## src/rtl/bp_pkg.sv

```systemverilog
// bp_pkg -- types and constants shared by the fetch-stage predictor and the
// EX-stage branch resolution unit.
//   bp_entry_t : one in-flight prediction {pc, taken, target}
//   PC_STEP    : sequential instruction stride
//   IDX_W      : width of the predictor index slice (res_pc[IDX_HI:IDX_LO])
package bp_pkg;

    localparam int          IDX_HI_DEF = 9;
    localparam int          IDX_LO_DEF = 2;
    localparam int          IDX_W      = IDX_HI_DEF - IDX_LO_DEF + 1;
    localparam logic [31:0] PC_STEP    = 32'd4;

    typedef struct packed {
        logic [31:0] pc;
        logic        taken;
        logic [31:0] target;
    } bp_entry_t;

    // Fall-through address of a branch; wraps modulo 2^32.
    function automatic logic [31:0] seq_pc(input logic [31:0] pc);
        return pc + PC_STEP;
    endfunction

endpackage

```

## src/rtl/bp_fifo.sv

```systemverilog
// bp_fifo -- DEPTH-entry synchronous FIFO of bp_entry_t with a flush input.
//   clk, rstn   : clock, asynchronous active-low reset
//   clr         : empties the FIFO at the next edge (wins over push/pop)
//   push, pop   : write at tail / drop the head
//   push_data   : entry to write
//   head        : current head entry (valid while !empty, read without latency)
//   full, empty : occupancy flags
//   count       : number of valid entries
// Pointers carry one extra wrap bit so full and empty are distinguished by
// the MSB compare alone; they wrap naturally.
module bp_fifo
    import bp_pkg::*;
#(
    parameter int DEPTH = 4
) (
    input  logic                    clk,
    input  logic                    rstn,
    input  logic                    clr,
    input  logic                    push,
    input  logic                    pop,
    input  bp_entry_t               push_data,
    output bp_entry_t               head,
    output logic                    full,
    output logic                    empty,
    output logic [$clog2(DEPTH):0]  count
);

    localparam int AW = $clog2(DEPTH);

    logic [AW:0] wr_ptr_q, wr_ptr_d;
    logic [AW:0] rd_ptr_q, rd_ptr_d;
    bp_entry_t   mem_q [DEPTH];
    logic        do_push;
    logic        do_pop;

    assign empty = (wr_ptr_q == rd_ptr_q);
    assign full  = (wr_ptr_q[AW] != rd_ptr_q[AW]) &&
                   (wr_ptr_q[AW-1:0] == rd_ptr_q[AW-1:0]);
    assign count = wr_ptr_q - rd_ptr_q;
    assign head  = mem_q[rd_ptr_q[AW-1:0]];

    // A push into a full FIFO is legal when the head leaves in the same
    // cycle: the write lands in the slot being vacated.
    assign do_push = push && (!full || pop);
    assign do_pop  = pop && !empty;

    always_comb begin
        wr_ptr_d = wr_ptr_q;
        rd_ptr_d = rd_ptr_q;
        if (clr) begin
            wr_ptr_d = '0;
            rd_ptr_d = '0;
        end else begin
            if (do_push) wr_ptr_d = wr_ptr_q + 1'b1;
            if (do_pop)  rd_ptr_d = rd_ptr_q + 1'b1;
        end
    end

    always_ff @(posedge clk or negedge rstn) begin
        if (!rstn) begin
            wr_ptr_q <= '0;
            rd_ptr_q <= '0;
        end else begin
            wr_ptr_q <= wr_ptr_d;
            rd_ptr_q <= rd_ptr_d;
        end
    end

    // Storage needs no reset: the pointers decide what is valid.
    always_ff @(posedge clk) begin
        if (do_push && !clr) begin
            mem_q[wr_ptr_q[AW-1:0]] <= push_data;
        end
    end

endmodule

```

## src/rtl/branch_resolve.sv

```systemverilog
// branch_resolve -- EX-stage branch resolution unit.
// Queues predictions issued at IF, compares the head against the branch
// resolved in EX, raises a same-cycle redirect on mispredict and drives the
// predictor update port one cycle after resolution.
// Ports:
//   clk, rstn                         : clock, asynchronous active-low reset
//   push_valid/pc/taken/target        : prediction from IF; push_ready = room
//   res_valid/pc/taken/target         : resolved branch from EX
//   squash                            : pipeline flush, drops everything
//   redirect, redirect_pc             : mispredict restart request
//   record_we/pc/data/pc_result       : registered predictor update
// Build option: define BP_STATS_EN to add stat_branches / stat_mispred
// saturating counters.
module branch_resolve
    import bp_pkg::*;
#(
    parameter int DEPTH  = 4,
    parameter int IDX_HI = IDX_HI_DEF,
    parameter int IDX_LO = IDX_LO_DEF
) (
    input  logic                     clk,
    input  logic                     rstn,
    input  logic                     push_valid,
    input  logic [31:0]              push_pc,
    input  logic                     push_taken,
    input  logic [31:0]              push_target,
    output logic                     push_ready,
    input  logic                     res_valid,
    input  logic [31:0]              res_pc,
    input  logic                     res_taken,
    input  logic [31:0]              res_target,
    input  logic                     squash,
    output logic                     redirect,
    output logic [31:0]              redirect_pc,
    output logic                     record_we,
    output logic [IDX_HI-IDX_LO:0]   record_pc,
    output logic                     record_data,
    output logic [31:0]              record_pc_result
`ifdef BP_STATS_EN
    ,
    output logic [31:0]              stat_branches,
    output logic [31:0]              stat_mispred
`endif
);

    bp_entry_t               push_entry;
    bp_entry_t               head;
    logic                    fifo_full;
    logic                    fifo_empty;
    logic [$clog2(DEPTH):0]  fifo_count;
    logic                    fifo_push;
    logic                    fifo_pop;
    logic                    fifo_clr;

    logic                    pred_hit;
    logic                    pred_taken;
    logic [31:0]             pred_target;
    logic                    mispredict;

    logic                    record_we_q, record_we_d;
    logic [IDX_HI-IDX_LO:0]  record_pc_q, record_pc_d;
    logic                    record_data_q, record_data_d;
    logic [31:0]             record_res_q, record_res_d;

    assign push_entry = '{pc: push_pc, taken: push_taken, target: push_target};

    bp_fifo #(.DEPTH(DEPTH)) u_fifo (
        .clk       (clk),
        .rstn      (rstn),
        .clr       (fifo_clr),
        .push      (fifo_push),
        .pop       (fifo_pop),
        .push_data (push_entry),
        .head      (head),
        .full      (fifo_full),
        .empty     (fifo_empty),
        .count     (fifo_count)
    );

    // Compare and redirect are purely combinational so fetch can restart in
    // the resolving cycle. A missing or mismatched head counts as a
    // not-taken prediction with target 0.
    always_comb begin
        pred_hit    = !fifo_empty && (head.pc == res_pc);
        pred_taken  = pred_hit && head.taken;
        pred_target = pred_hit ? head.target : 32'd0;
        mispredict  = (pred_taken != res_taken) ||
                      (pred_taken && res_taken && (pred_target != res_target));
        redirect    = res_valid && mispredict && !squash;
        redirect_pc = 32'd0;
        if (redirect) begin
            redirect_pc = res_taken ? res_target : seq_pc(res_pc);
        end
    end

    // A resolving branch frees the head this cycle, so a full queue can
    // still take a new prediction alongside it.
    assign push_ready = !fifo_full || res_valid;
    assign fifo_push  = push_valid && push_ready && !redirect && !squash;
    assign fifo_pop   = res_valid && !squash;
    // Everything behind a mispredicted branch is wrong-path.
    assign fifo_clr   = squash || redirect;

    always_comb begin
        record_we_d   = res_valid && !squash;
        record_pc_d   = record_pc_q;
        record_data_d = record_data_q;
        record_res_d  = record_res_q;
        if (record_we_d) begin
            record_pc_d   = res_pc[IDX_HI:IDX_LO];
            record_data_d = res_taken;
            record_res_d  = res_target;
        end
    end

    always_ff @(posedge clk or negedge rstn) begin
        if (!rstn) begin
            record_we_q   <= 1'b0;
            record_pc_q   <= '0;
            record_data_q <= 1'b0;
            record_res_q  <= 32'd0;
        end else begin
            record_we_q   <= record_we_d;
            record_pc_q   <= record_pc_d;
            record_data_q <= record_data_d;
            record_res_q  <= record_res_d;
        end
    end

    assign record_we        = record_we_q;
    assign record_pc        = record_pc_q;
    assign record_data      = record_data_q;
    assign record_pc_result = record_res_q;

`ifdef BP_STATS_EN
    logic [31:0] stat_branches_q, stat_branches_d;
    logic [31:0] stat_mispred_q,  stat_mispred_d;

    always_comb begin
        stat_branches_d = stat_branches_q;
        stat_mispred_d  = stat_mispred_q;
        if (res_valid && !squash && (stat_branches_q != 32'hFFFF_FFFF)) begin
            stat_branches_d = stat_branches_q + 32'd1;
        end
        if (redirect && (stat_mispred_q != 32'hFFFF_FFFF)) begin
            stat_mispred_d = stat_mispred_q + 32'd1;
        end
    end

    always_ff @(posedge clk or negedge rstn) begin
        if (!rstn) begin
            stat_branches_q <= 32'd0;
            stat_mispred_q  <= 32'd0;
        end else begin
            stat_branches_q <= stat_branches_d;
            stat_mispred_q  <= stat_mispred_d;
        end
    end

    assign stat_branches = stat_branches_q;
    assign stat_mispred  = stat_mispred_q;
`endif

endmodule

```

## config.mk

```make
export PLATFORM = sky130hd
export DESIGN_NAME = branch_resolve
export DESIGN_NICKNAME = d
export VERILOG_FILES = /design/src/rtl/bp_pkg.sv /design/src/rtl/bp_fifo.sv /design/src/rtl/branch_resolve.sv
export SDC_FILE = /design/constraint.sdc
export NUM_CORES = 1
export LEC_CHECK = 0
export CAP_MARGIN = 20
export CORE_AREA = 5 5 163 165
export CTS_CLUSTER_SIZE = 30
export DETAILED_ROUTE_END_ITERATION = 8
export DIE_AREA = 0 0 168 170
export DONT_BUFFER_PORTS = 1
export PLACE_DENSITY = 0.7
export SETUP_SLACK_MARGIN = 0.2
export SYNTH_ARGS = -nofsm -noshare
export SYNTH_HDL_FRONTEND = slang
export SYNTH_SLANG_ARGS = --single-unit
```

## constraint.sdc

```tcl
create_clock -name clk -period 18.7 [get_ports clk]
set_input_delay 1.87 -clock clk [delete_from_list [all_inputs] [get_ports clk]]
set_output_delay 1.87 -clock clk [all_outputs]
set_load 0.01 [all_outputs]
```

---- Word-level counts from Yosys, hierarchy flattened ----
Memories as Yosys holds them, arrays and structs flattened.
Index checks and enable logic that the tools add are counted.
cells by class
  $add $sub $neg .......................... 3
  equal/unequal tests ..................... 6
  multiplexer cells ....................... 9
  reduce and logical (&&, ||, !) cells .... 25
operators by type and width
  operator                 number
  $mux W32                 3
  $add A32 B3 Y32 const B  1
  $eq A32 B32 Y1           1
  $ne A32 B32 Y1           1
  $logic_and A1 B1 Y1      14
  $mux W3                  4
  $add A3 B1 Y3 const B    2
  $logic_not A1 Y1         5
  $logic_or A1 B1 Y1       4
  $reduce_bool A2 Y1       2
  $eq A3 B3 Y1             1
  $eq A2 B2 Y1             1
  $mux W1                  2
  $ne A1 B1 Y1             2
storage, ports and cells
  register bits after elaboration ......... 48
  RAM bits ................................ 260
  output and inout port bits .............. 76
  logic and storage cells ................. 50
  memories ................................ 1
memories
  memory        words  bits a word  rd ports  clocked after Yosys merged registers in  wr ports  RTL line       RTL
  u_fifo.mem_q  4      65           1         0                                        1         bp_fifo.sv:32  bp_entry_t mem_q [DEPTH];

---- Depth between registers and ports, before layout ----
  word-level depth ........................ 16
  mapped depth ............................ 19
  mapped depth without buffers ............ 15

---- Modules after synthesis ----
From an unflattened synthesis, not the netlist that was laid out.
second synthesis, totals
  cells, all modules ...................... 927
  area, all modules ....................... 13,730.7 µm²
by module, submodules not included
  module          times used  cells each  area an instance (µm²)
  bp_fifo         1           394         9,878.2
  branch_resolve  1           533         3,852.4

---- Worst setup path before layout ----
Ideal clock, no wire load.
  kind .................................... input to register
  start point ............................. input port res_pc[9]
  end point ............................... memory u_fifo.mem_q[3][0] in the netlist's numbering (enable)
  setup time .............................. 0.568 ns
  data arrival time ....................... 9.375 ns
  setup slack ............................. 8.757 ns
  stages on the path ...................... 16
  path through ............................ clkbuf_1 xnor2_1 a211oi_1 nand4_1 a211o_1 nor4_1 and2_1 ha_1 a21o_1 nor4_1 o311ai_0 a311oi_1 nand4b_1 o221a_1 buf_2 nor3_1
on the way
  cells in the longest elaborated chain, start to end .. 15
  elaborated cells on any way between the ends .. 20
ends and longest elaborated chain
  item                                                   RTL line                                    RTL
  from (decl)                                            branch_resolve.sv:29                        input logic [31:0] res_pc,
  $eq A32 B32 Y1 (*)                                     branch_resolve.sv:84                        pred_hit = !fifo_empty && (head.pc == res_pc);
  $logic_and A1 B1 Y1 (*)                                branch_resolve.sv:84
  $mux W32 or $logic_and A1 B1 Y1 (tied branches)        branch_resolve.sv:86, branch_resolve.sv:85
  $ne A32 B32 Y1 or $logic_and A1 B1 Y1 (tied branches)  branch_resolve.sv:88                        (pred_taken && res_taken && (pred_target != res_target));
  $logic_and A1 B1 Y1                                    branch_resolve.sv:88
  $logic_or A1 B1 Y1 (*)                                 branch_resolve.sv:87                        mispredict = (pred_taken != res_taken) ||
  $logic_and A1 B1 Y1 (*) (2 in a row)                   branch_resolve.sv:89                        redirect = res_valid && mispredict && !squash;
  $logic_not A1 Y1                                       branch_resolve.sv:99                        assign fifo_push = push_valid && push_ready && !redirect && !squash;
  $logic_and A1 B1 Y1 (2 in a row)                       branch_resolve.sv:99
  $logic_and A1 B1 Y1                                    bp_fifo.sv:44                               assign do_push = push && (!full || pop);
  $logic_and A1 B1 Y1 (*)                                bp_fifo.sv:71                               if (do_push && !clr) begin
  $mux W1 (*)                                            bp_fifo.sv:71
  $mux W1 (implied by the code) (*)                      bp_fifo.sv:72                               mem_q[wr_ptr_q[AW-1:0]] <= push_data;
  to (decl)                                              bp_fifo.sv:32
Every way passes the cells marked *; elsewhere a longest branch is shown, timed or not.

---- Worst setup path in the final report ----
  start point ............................. register u_fifo.rd_ptr_q[0]
  end point ............................... output port redirect_pc[4]
on the way
  cells in the longest elaborated chain, start to end .. 10
  elaborated cells on any way between the ends .. 15
ends and longest elaborated chain
  item                                                   RTL line                                    RTL
  from (decl)                                            bp_fifo.sv:31                               logic [AW:0] rd_ptr_q, rd_ptr_d;
  from (signal assigned)                                 bp_fifo.sv:65                               rd_ptr_q <= rd_ptr_d;
  $mem_v2 Z4 W65 or $eq A3 B3 Y1 (tied branches)         n/a
  $eq A32 B32 Y1 or $logic_not A1 Y1 (tied branches)     branch_resolve.sv:84
  $logic_and A1 B1 Y1                                    branch_resolve.sv:84
  $mux W32 or $logic_and A1 B1 Y1 (tied branches)        branch_resolve.sv:86, branch_resolve.sv:85
  $ne A32 B32 Y1 or $logic_and A1 B1 Y1 (tied branches)  branch_resolve.sv:88
  $logic_and A1 B1 Y1                                    branch_resolve.sv:88
  $logic_or A1 B1 Y1 (*)                                 branch_resolve.sv:87
  $logic_and A1 B1 Y1 (*) (2 in a row)                   branch_resolve.sv:89
  $mux W32 (*)                                           branch_resolve.sv:91                        if (redirect) begin
  to (decl)                                              branch_resolve.sv:34                        output logic [31:0] redirect_pc,
Marked as above.

==> metrics.md <==
| Metric | Value |
|---|---|
| Flop pwr share | 0.536 |
| Final Hold Viols | 0 |
| Critical Path AT | 7.02 ns |
| Async set-reset flop share out of synthesis | 0.156 |
| Chip width | 168 um |
| Max-cap violations | 0 |
| Most used cell along the critical path | nor4_1 |
| Pwr dens | 99.0 nW/um^2 |
| Min Hold Slack | 0.547 ns |
| Period utilisation layout | 0.475 |
| Routed vias | 7898 |
| Net switching power | approximately 320 uW |
| Syn_nets | 1056 |
| CTS tree | done |
| Leak pwr | 4.94 nW |
| Worst slew pin tran | a little over 1 ns |
| Clk pwr share | 0.406 |
| Cells along the critical path | buf_4, mux4_2, xnor2_1, nand2_1, nor4_1, nand2_1, nor4_1, and2_1, ha_1, a21o_1, nor4_1, o311ai_0, a311oi_1, nand4b_1, o221ai_4, nor2_1 |
| IO Port Bufs | 0 |
| Post-route cell area | 14900 um^2 |
| Row count | 58 |
| CTS max path bufs | 3 |
| Final setup TNS | 0 ns |
| Gr usage total | 0.244 |
| RSZ-0062 raised after global routing | false |
| Compound-Gate Fraction of Synth Area | 0.0466 |
| Worst vdd ir | 0.0754 mV |
| Number of synthesized flops with an enable pin | 260 |
| Slew Limit Fails | 0 |
| CTS Buf Count | 31 |
| Post-cts resize count | 0 |
| Register bit total from synthesis | 308 |
| Synth cell types | 54 |
| Mux cell area share after synthesis | 0.111 |
| Clock Pin Slew Worst Setup and Hold Paths | 0.06 ns |
| Wirelength per Cell | between 20 and 30 um |
| Core box area | 24900 um^2 |
| Fraction of layout cells with a size suffix above 1 | 0.136 |
| Slowest CP cell | dfrtp_4 |
| Die ar. | 28600 um^2 |
| Largest net degree at the start of global routing | 66 |
| Root Driver | clkbuf_16 |
| Post-CTS Setup Inserts | 0 |
| DRC viols | 0 |
| CP required | roughly 17 ns |
| Synth Flop Type | edfxtp_1 |
| Vias in the first global route | 7937 |
| Post-Synth Adder-Cell Area | 0.00647 |
| GR Overflow Total | 0 |
| Area after DPL | 13900 um^2 |
| Setup violations, final | 0 |
| Relative slew margins | 0.309 |
| Boundary Pins | 211 |
| CP peak stage delay | 0.88 ns |
| Global-route wire length before repair | between 50000 and 60000 um |
| Largest family of logic cells by synthesized area | multiplexers |
| DR pass1 iterations | 5 |
| Post-layout minimum cycle time | 8.89 ns |
| Die Ht | 170 um |
| Synthesis-to-finish area growth | 9.75% |
| CP Max Fanout | 41 |
| Initial core utilization | 0.544 |
| Net Sw Frac | 0.219 |
| CTS H-Tree Depth | 1 |
| Commonest non-fill, non-tap cell in the layout | edfxtp_1 |
| ANT nets after route | 0 |
| DRT Wirelength | roughly 35000 um |
| Final Wtd Congestion | 0.962 |
| DRT iter0 DRCs | slightly above 800 |
| Yosys Warn Count | 0 |
| Initial antenna violation count | 1 |
| Run status | completed |
| Most frequent cells in the layout | edfxtp_1, nand2_1, nor2_1, mux4_2, xnor2_1 |
| HPWL after DPL | 24800 um |
| Crit start category | register |
| Antenna diodes | 0 |
| Clock Sinks | 308 |
| Post-Synth XOR/XNOR Area | 0.0557 |
| Crit end category | primary output |
| Post-CTS Hold Buffers | 0 |
| Syn Area/Cell | approximately 15 um^2 |
| Max Clock Freq | 113 MHz |
| Int Pwr | 1.15 mW |
| Total power | 1.47 mW |
| HP Class | reg -> reg |
| Fill count | 1879 |
| Crit Path Category | reg -> out |
| Final clock skew | 0.0133 ns |
| Synth Area in Simple Gates | 0.0943 |
| Worst-Skew Late Latency | ~0.56 ns |
| Comb power frac | 0.058 |
| Post-Syn Area | between 10000 and 15000 um^2 |
| Post-synthesis sequential area ratio | 0.666 |
| Post-Synthesis Cells | 914 |
| Final nets | 1057 |
| Vias/cell | 6.23 |
cell type report:
type / instances / area, um^2 / area share
Multi-Input combinational cell: 549 / 4300 / 0.290
Inverter: 14 / 52.6 / 0.00354
Clock buffer: 36 / 825 / 0.0555
Clock inverter: 19 / 164 / 0.0110
Tap cell: 330 / 413 / 0.0278
Sequential cell: 308 / 9010 / 0.607
Timing Repair Buffer: 11 / 82.6 / 0.00556
power by group through the flow:
stage / clock network (mW) / logic [mW] / registers [mW]
detailed placement: 0 / 0.0847 / 0.803
floorplan: 0 / 0.0698 / 0.797
global placement: 0 / 0.0835 / 0.802
CTS: 0.605 / 0.0853 / 0.789
global route: 0.636 / 0.0937 / 0.790
finish: 0.596 / 0.0848 / 0.788
metal layers:
layer  vias to the layer above  GRT usage  share of wire
met1                      3960      0.330           0.39
met2                       422      0.385           0.47
met4                         0     0.0745          0.031
met5                         -          0              0
met3                        70     0.0774           0.12
li1                       3446          -              -
registers in the layout, indices dropped and copies added (netlist names):
name              count
u_fifo.mem_q        260
record_pc_result     32
record_pc             8
u_fifo.rd_ptr_q       3
u_fifo.wr_ptr_q       3
record_data           1
record_we             1
cell families after synthesis:
logic type	count (synthesis)
compound gates	97
buf+inv	57
flops	308
xor+xnor	86
simple gates	281
fa+ha+maj	7
mux	78
final timing paths:
check,from,end,slack (ns),cells past startpoint
min in group asynchronous,rstn,record_pc_result[12],1.01,0
setup reg to reg,u_fifo.rd_ptr_q[0],u_fifo.mem_q[2][46],11.27,17
setup / recovery,u_fifo.rd_ptr_q[0],redirect_pc[4],9.81,16
hold reg to reg,record_pc_result[19],record_pc_result[19],0.55,2
max in group asynchronous,rstn,u_fifo.rd_ptr_q[0],17.57,0
hold / removal,record_pc_result[19],record_pc_result[19],0.55,2
through the flow:
| stage | worst slack, ns | utilization | std cells |
|---|---|---|---|
| 2_1_floorplan | 8.76 | - | 914 |
| 3_3_place_gp | 10.67 | 0.557 | 1212 |
| 3_5_place_dp | 10.38 | 0.557 | 1212 |
| 4_1_cts | 9.75 | 0.597 | 1267 |
| 5_1_grt | 9.23 | 0.597 | 1267 |
| 6_report | 9.81 | 0.597 | 1267 |
synth_stat cells, types with 5 or more instances:
cell type | number | area share
mux2i_1 | 19 | 0.014
xnor2_1 | 52 | 0.034
dfrtp_1 | 48 | 0.089
a21oi_1 | 26 | 0.0096
nand2_1 | 130 | 0.036
o21ai_0 | 23 | 0.0085
and3_1 | 8 | 0.0037
ha_1 | 7 | 0.0065
nor2_1 | 70 | 0.019
nor3_1 | 14 | 0.0052
nand4_1 | 13 | 0.0060
inv_1 | 13 | 0.0036
nor4_1 | 9 | 0.0042
clkbuf_1 | 27 | 0.0075
a31oi_1 | 5 | 0.0023
edfxtp_1 | 260 | 0.58
a211oi_1 | 10 | 0.0055
buf_2 | 7 | 0.0026
nand3_1 | 16 | 0.0059
a21boi_0 | 6 | 0.0033
mux4_2 | 58 | 0.097
xor2_1 | 34 | 0.022
critical path: cells and delay by family, from the launching register on:
family / cells / cell delay [ns]
AO/OA/AOI/OAI: 4 / 1.46
AND/OR/NAND/NOR: 8 / 2.24
adder cells (fa/ha/maj): 1 / 0.29
flip-flops: 1 / 0.88
XOR/XNOR: 1 / 0.17
multiplexers: 1 / 0.61
buffers and inverters: 1 / 0.73
(Power assumes the default switching activity.)
